===== config.mk =====
export PLATFORM = sky130hd
export DESIGN_NAME = video_cfg_sequencer
export DESIGN_NICKNAME = d
export VERILOG_FILES = /design/src/rtl/video_cfg_sequencer.sv
export SDC_FILE = /design/constraint.sdc
export NUM_CORES = 1
export LEC_CHECK = 0
export CAP_MARGIN = 20
export CORE_UTILIZATION = 41
export DETAILED_ROUTE_END_ITERATION = 7
export GPL_TIMING_DRIVEN = 0
export HOLD_SLACK_MARGIN = 0.1
export PLACE_DENSITY = 0.69
export SLEW_MARGIN = 30
export SYNTH_ARGS = -nofsm -noshare
export SYNTH_HDL_FRONTEND = slang
export SYNTH_SLANG_ARGS = --single-unit

===== constraint.sdc =====
create_clock -name sys_clk -period 5.19 [get_ports sys_clk]
set_input_delay 0.519 -clock sys_clk [delete_from_list [all_inputs] [get_ports sys_clk]]
set_output_delay 0.519 -clock sys_clk [all_outputs]
set_load 0.02 [all_outputs]

===== src/rtl/video_cfg_sequencer.sv =====
// Configuration sequencer for the daisy-chain cores' bypass registers.
// Synchronizes/debounces board inputs, tracks pending per-core updates and
// issues one Avalon-MM write at a time with a waitrequest handshake.
module video_cfg_sequencer #(
  parameter int unsigned NUM_CORE        = 2,
  parameter int unsigned DEBOUNCE_CYCLES = 500000,
  parameter int unsigned TIMEOUT_CYCLES  = 1024
) (
  input  logic                     sys_clk,
  input  logic                     sys_rst_n,
  input  logic [NUM_CORE-1:0]      bypass_req,
  input  logic                     key_n,
  input  logic                     auto_mode,
  output logic [NUM_CORE-1:0]      avs_address,
  output logic [NUM_CORE-1:0]      avs_write,
  output logic [32*NUM_CORE-1:0]   avs_writedata,
  input  logic [NUM_CORE-1:0]      avs_waitrequest,
  output logic [NUM_CORE-1:0]      cfg_shadow,
  output logic                     busy,
  output logic                     done,
  output logic [NUM_CORE-1:0]      err
);

  localparam int unsigned CW  = (NUM_CORE > 1)        ? $clog2(NUM_CORE)        : 1;
  localparam int unsigned DBW = (DEBOUNCE_CYCLES > 1) ? $clog2(DEBOUNCE_CYCLES) : 1;
  localparam int unsigned TW  = (TIMEOUT_CYCLES > 1)  ? $clog2(TIMEOUT_CYCLES)  : 1;
  localparam logic [DBW-1:0] DB_LAST  = DBW'(DEBOUNCE_CYCLES - 1);
  localparam logic [TW-1:0]  TMO_LAST = TW'(TIMEOUT_CYCLES - 1);

  typedef enum logic [1:0] {
    S_WARMUP,
    S_IDLE,
    S_WRITE,
    S_NEXT
  } state_e;

  // synchronizers
  logic [NUM_CORE-1:0] bypass_m_q, bypass_s_q;
  logic                key_m_q, key_s_q;
  logic                auto_m_q, auto_s_q;

  // debounce
  logic [DBW-1:0] db_cnt_q, db_cnt_d;
  logic           key_prev_q;
  logic           key_db_q, key_db_d;
  logic           press;

  // sequencer
  state_e              state_q, state_d;
  logic [1:0]          warm_q, warm_d;
  logic [CW-1:0]       cur_q, cur_d;
  logic                wdata_q, wdata_d;
  logic [TW-1:0]       tmo_q, tmo_d;
  logic                ok_q, ok_d;
  logic                after_next_q;
  logic [NUM_CORE-1:0] pend_q, pend_d, pend_set, pend_clr;
  logic [NUM_CORE-1:0] shadow_q, shadow_d;
  logic [NUM_CORE-1:0] err_q, err_d;
  logic [CW-1:0]       low_idx;
  logic                low_found;

  // two-flop synchronizers; key idles high so it resets high
  always_ff @(posedge sys_clk or negedge sys_rst_n) begin
    if (!sys_rst_n) begin
      bypass_m_q <= '0;
      bypass_s_q <= '0;
      key_m_q    <= 1'b1;
      key_s_q    <= 1'b1;
      auto_m_q   <= 1'b0;
      auto_s_q   <= 1'b0;
    end else begin
      bypass_m_q <= bypass_req;
      bypass_s_q <= bypass_m_q;
      key_m_q    <= key_n;
      key_s_q    <= key_m_q;
      auto_m_q   <= auto_mode;
      auto_s_q   <= auto_m_q;
    end
  end

  // debounce: restart on any synchronized change, accept once the count saturates
  always_comb begin
    db_cnt_d = db_cnt_q;
    key_db_d = key_db_q;
    press    = 1'b0;
    if (key_s_q != key_prev_q) begin
      db_cnt_d = '0;
    end else if (db_cnt_q == DB_LAST) begin
      key_db_d = key_s_q;
      press    = key_db_q & ~key_s_q;
    end else begin
      db_cnt_d = db_cnt_q + 1'b1;
    end
  end

  // lowest pending core index
  always_comb begin
    low_idx   = '0;
    low_found = 1'b0;
    for (int unsigned i = 0; i < NUM_CORE; i++) begin
      if (pend_q[i] && !low_found) begin
        low_idx   = CW'(i);
        low_found = 1'b1;
      end
    end
  end

  // pending set/clear; the core being written is masked from the mismatch compare
  always_comb begin
    pend_set = '0;
    if (press) pend_set = '1;
    if (auto_s_q) begin
      for (int unsigned i = 0; i < NUM_CORE; i++) begin
        if ((bypass_s_q[i] != shadow_q[i]) &&
            !(((state_q == S_WRITE) || (state_q == S_NEXT)) && (cur_q == CW'(i))))
          pend_set[i] = 1'b1;
      end
    end
    pend_d = (pend_q & ~pend_clr) | pend_set;
  end

  // next-state and write-strobe logic
  always_comb begin
    state_d   = state_q;
    warm_d    = warm_q;
    cur_d     = cur_q;
    wdata_d   = wdata_q;
    tmo_d     = tmo_q;
    ok_d      = ok_q;
    shadow_d  = shadow_q;
    err_d     = err_q;
    pend_clr  = '0;
    avs_write = '0;
    case (state_q)
      S_WARMUP: begin
        if (warm_q == 2'd2) state_d = S_IDLE;
        else                warm_d  = warm_q + 2'd1;
      end
      S_IDLE: begin
        if (pend_q != '0) begin
          cur_d   = low_idx;
          wdata_d = bypass_s_q[low_idx];
          tmo_d   = '0;
          state_d = S_WRITE;
        end
      end
      S_WRITE: begin
        avs_write[cur_q] = 1'b1;
        if (!avs_waitrequest[cur_q]) begin
          ok_d    = 1'b1;
          state_d = S_NEXT;
        end else if (tmo_q == TMO_LAST) begin
          ok_d    = 1'b0;
          state_d = S_NEXT;
        end else begin
          tmo_d = tmo_q + 1'b1;
        end
      end
      S_NEXT: begin
        pend_clr[cur_q] = 1'b1;
        if (ok_q) begin
          shadow_d[cur_q] = wdata_q;
          err_d[cur_q]    = 1'b0;
        end else begin
          err_d[cur_q] = 1'b1;
        end
        state_d = S_IDLE;
      end
      default: state_d = S_WARMUP;
    endcase
  end

  // state and datapath registers
  always_ff @(posedge sys_clk or negedge sys_rst_n) begin
    if (!sys_rst_n) begin
      db_cnt_q     <= '0;
      key_prev_q   <= 1'b1;
      key_db_q     <= 1'b1;
      state_q      <= S_WARMUP;
      warm_q       <= '0;
      cur_q        <= '0;
      wdata_q      <= 1'b0;
      tmo_q        <= '0;
      ok_q         <= 1'b0;
      after_next_q <= 1'b0;
      pend_q       <= '1;
      shadow_q     <= '0;
      err_q        <= '0;
    end else begin
      db_cnt_q     <= db_cnt_d;
      key_prev_q   <= key_s_q;
      key_db_q     <= key_db_d;
      state_q      <= state_d;
      warm_q       <= warm_d;
      cur_q        <= cur_d;
      wdata_q      <= wdata_d;
      tmo_q        <= tmo_d;
      ok_q         <= ok_d;
      after_next_q <= (state_q == S_NEXT);
      pend_q       <= pend_d;
      shadow_q     <= shadow_d;
      err_q        <= err_d;
    end
  end

  // write data replicated into every core slice; only the strobed core samples it
  always_comb begin
    avs_writedata = '0;
    for (int unsigned i = 0; i < NUM_CORE; i++)
      avs_writedata[32*i +: 32] = {31'b0, wdata_q};
  end

  assign avs_address = '0;
  assign cfg_shadow  = shadow_q;
  assign err         = err_q;
  assign busy        = (state_q != S_IDLE) || (pend_q != '0);
  assign done        = (state_q == S_IDLE) && after_next_q && (pend_q == '0);

endmodule


==> impl_metrics.tcl <==
set metrics [dict create \
    reg2reg_from "state_q[1]$_DFFE_PN0P_" \
    synth_area_um2 3070 \
    drt_first_pass_iters 6 \
    ant_nets 0 \
    num_rows 31 \
    worst_setup_path_startpoint "state_q[1]$_DFFE_PN0P_" \
    first_global_vias 2070 \
    critical_path_arrival_ns 2.32 \
    post_synthesis_sequential_element_count 53 \
    clock_slew_seen_by_the_registers_of_the_worst_setup_and_hold_paths_ns 0.10 \
    relative_slew_slack_pct 53.1 \
    tritoncts "done" \
    report.power.total_w 0.00128 \
    final.setup_skew_ns 0.0102 \
    synthesis.instances 319 \
    ys_dominant_reg_cell "dfrtp_1" \
    drc 0 \
    share_comb_of_total_power_pct 38.8 \
    cts_root_buffer "clkbuf_8" \
    groute.usage.overall_pct 14.9 \
    report.final.slew_viol_count 0 \
    power.static_leakage_nw 1.83 \
    setup.worst_path.class "flop to output pin" \
    htree_levels 2 \
    async_reset_ff_share_pct 100 \
    hp-class "flop to flop" \
    area_growth_syn_to_layout_pct 21.4 \
    finalCritPeriodShare_pct 54.6 \
    postRouteWirelength_um 5270 \
    clkPwrFrac_pct 19.6 \
    clock_path_buffers 2 \
    power_switching_share_pct 37.9 \
    largest_voltage_drop_on_the_vdd_net_uv 136 \
    post_cts_resized 0 \
    start_kind "flop" \
    final_hold_viol_count 0 \
    synth_seq_area_share_pct 43.4 \
    stdcell_count 508 \
    p_int_w 0.000795 \
    antenna_violations_before_repair 0 \
    synth_cell_types 47 \
    initial_util_pct 42.3 \
    switching_power_w 0.000485 \
    crit_required_ns 4.67 \
    num_vias 2217 \
    power.share.sequential_pct 41.7 \
    drive_gt1_share_pct 22.5 \
    chipWidth_um 88.5 \
    grt_pass1_wl_um 9270 \
    hold_start "bypass_m_q[0]$_DFF_PN0_" \
    worst_skew_pair.late_latency_ns 0.31 \
    setup_violations 0 \
    grt_max_degree 41 \
    holdWs_ns 0.359 \
    cap_violations 0 \
    crit_fanout 6 \
    setup.worst_path.end_class "output pin" \
    area_of_the_die_um2 7840 \
    layout_min_cycle_time_ns 2.84 \
    hpwl_um 3900 \
    num_io_pins 82 \
    worstMarginPinSlew_ns 0.698 \
    route.detailed.vias_per_inst 4.36 \
    grt_overflow_total 0 \
    core_region_area_um2 7250 \
    cts-buffers-inserted 5 \
    layout.nets 424 \
    io_buffers 17 \
    ys_warn_count 0 \
    final_replace_weighted_congestion 0.812 \
    drtIter0Drc 47 \
    n_antenna_cell 0 \
    setup_total_negative_slack_ns 0 \
    setup_repair_after_global_routing_missed_its_margin "no" \
    floorplan_die_height_um 88.5 \
    postCtsSetupRepairBufs 0 \
    run_status "complete, no violations" \
    power_per_cell_area_nw_per_um2 343 \
    drt-wirelength-per-cell_um 10.4 \
    dpl.cell_count 499 \
    tritoncts_num_sinks 53 \
    cts.hold.buffers_added 1 \
    synthesis.area_per_instance_um2 9.63 \
    fmax_mhz 353 \
    synth-edff-count 0 \
    layout.filler_cells 692 \
]
-- through the flow --
stage	worst slack, ns	instance area, µm²	utilization (%)
2_1_floorplan	3.16	3310	-
3_3_place_gp	2.05	3600	49.6
3_5_place_dp	2.69	3620	49.9
4_1_cts	2.32	3730	51.4
5_1_grt	2.19	3730	51.4
6_report	2.35	3730	51.4
-- worst max-delay path, cell delays in order (launching register included) --
cell and delay [ns]:
dfrtp_1 0.43, inv_1 0.12, ha_1 0.27, or3b_1 0.36, buf_2 0.15, nor2_1 0.08
clkdlybuf4s50_1 0.60
-- area by class of cell --
| class | instances | area [µm²] | area share [%] |
|---|---|---|---|
| buffer | 70 | 515 | 13.8 |
| inverter | 12 | 45.0 | 1.21 |
| timing repair buffer | 19 | 198 | 5.31 |
| clock inverter | 3 | 28.8 | 0.772 |
| sequential | 53 | 1330 | 35.8 |
| multi-input combinational | 247 | 1410 | 37.9 |
| tap | 99 | 124 | 3.32 |
| clock buffer | 5 | 68.8 | 1.85 |
-- flip-flops by register name, indices dropped and copies added, names as in the netlist, named ones only --
name / cells
cfg_shadow: 2
pend_q: 2
warm_q: 2
db_cnt_q: 19
auto_m_q: 1
bypass_m_q: 2
after_next_q: 1
cur_q: 1
ok_q: 1
key_m_q: 1
key_prev_q: 1
bypass_s_q: 2
auto_s_q: 1
tmo_q: 10
wdata_q: 1
state_q: 2
key_s_q: 1
key_db_q: 1
-- Yosys cell counts (all sizes together), types with 2 or more instances --
library cell   n  area, µm²
a21o           2       15.0
a21oi         10       50.1
a31oi          4       25.0
and2           2       12.5
and3           3       18.8
buf           68        508
clkbuf         2       7.51
dfrtp         47       1180
dfstp          6        158
ha             8        100
inv           12       45.0
mux2           4       48.8
mux2i          3       30.0
nand2         27        109
nand2b         3       18.8
nand3         17       85.1
nand4          5       31.3
nor2          22       82.6
nor2b          2       12.5
nor3           5       25.0
nor3b          3       22.5
nor4           7       58.8
o211ai         5       37.5
o21ai         13       65.1
o41ai          2       17.5
or3            2       12.5
or4            2       15.0
xnor2          7       61.3
xor2          12        105
-- logic make-up (layout without fill, tap and decap cells) --
| group | Yosys count | count (layout) | share of synthesized area, % |
|---|---|---|---|
| AOI/OAI and AO/OA | 42 | 42 | 8.48 |
| xor gates and xnor gates | 19 | 19 | 5.42 |
| adders and majority gates | 8 | 8 | 3.26 |
| buffers and inverters | 82 | 109 | 18.3 |
| DFF | 53 | 53 | 43.4 |
| muxes | 7 | 7 | 2.57 |
| other | 1 | 64 | 0.122 |
| and+or+nand+nor | 107 | 107 | 18.5 |
-- layer usage --
metal | GRT usage (%) | vias to the layer above | wire length, µm
met3 | 2.89 | 7 | 220
li1 | - | 1137 | -
met1 | 18.7 | 1015 | 2400
met5 | 0 | - | 0
met4 | 3.37 | 0 | 41
met2 | 26.3 | 58 | 2610
-- cell usage in the layout, fill, tap and decap left out, types with 6 or more instances in the layout --
cell,synthesis,routed
buf_4,67,68
conb_1,1,64
dfrtp_1,47,47
nand2_1,26,26
nor2_1,22,22
nand3_1,17,17
clkdlybuf4s50_1,0,16
o21ai_0,13,13
inv_1,12,12
xor2_1,12,12
a21oi_1,10,10
ha_1,8,8
xnor2_1,7,7
nor4_1,6,6
dfstp_2,6,6
-- worst paths after layout --
kind / end / slack (ns) / cells past startpoint
setup / recovery: done / 2.35 / 6
hold / removal: bypass_s_q[0]$_DFF_PN0_ / 0.36 / 0
setup reg to reg: tmo_q[4]$_DFFE_PN0P_ / 3.04 / 9
hold reg to reg: bypass_s_q[0]$_DFF_PN0_ / 0.36 / 0
max in group asynchronous: key_db_q$_DFFE_PN1P_ / 4.08 / 3
min in group asynchronous: tmo_q[9]$_DFFE_PN0P_ / 0.58 / 2
-- power by group through the flow --
stage / logic, W / registers, W / clock network [W]
floorplan: 0.000360 / 0.000537 / 0
global placement: 0.000483 / 0.000538 / 0
detailed placement: 0.000496 / 0.000540 / 0
CTS: 0.000502 / 0.000533 / 0.000257
global route: 0.000561 / 0.000544 / 0.000272
finish: 0.000496 / 0.000533 / 0.000251
(Power assumes the default switching activity.)
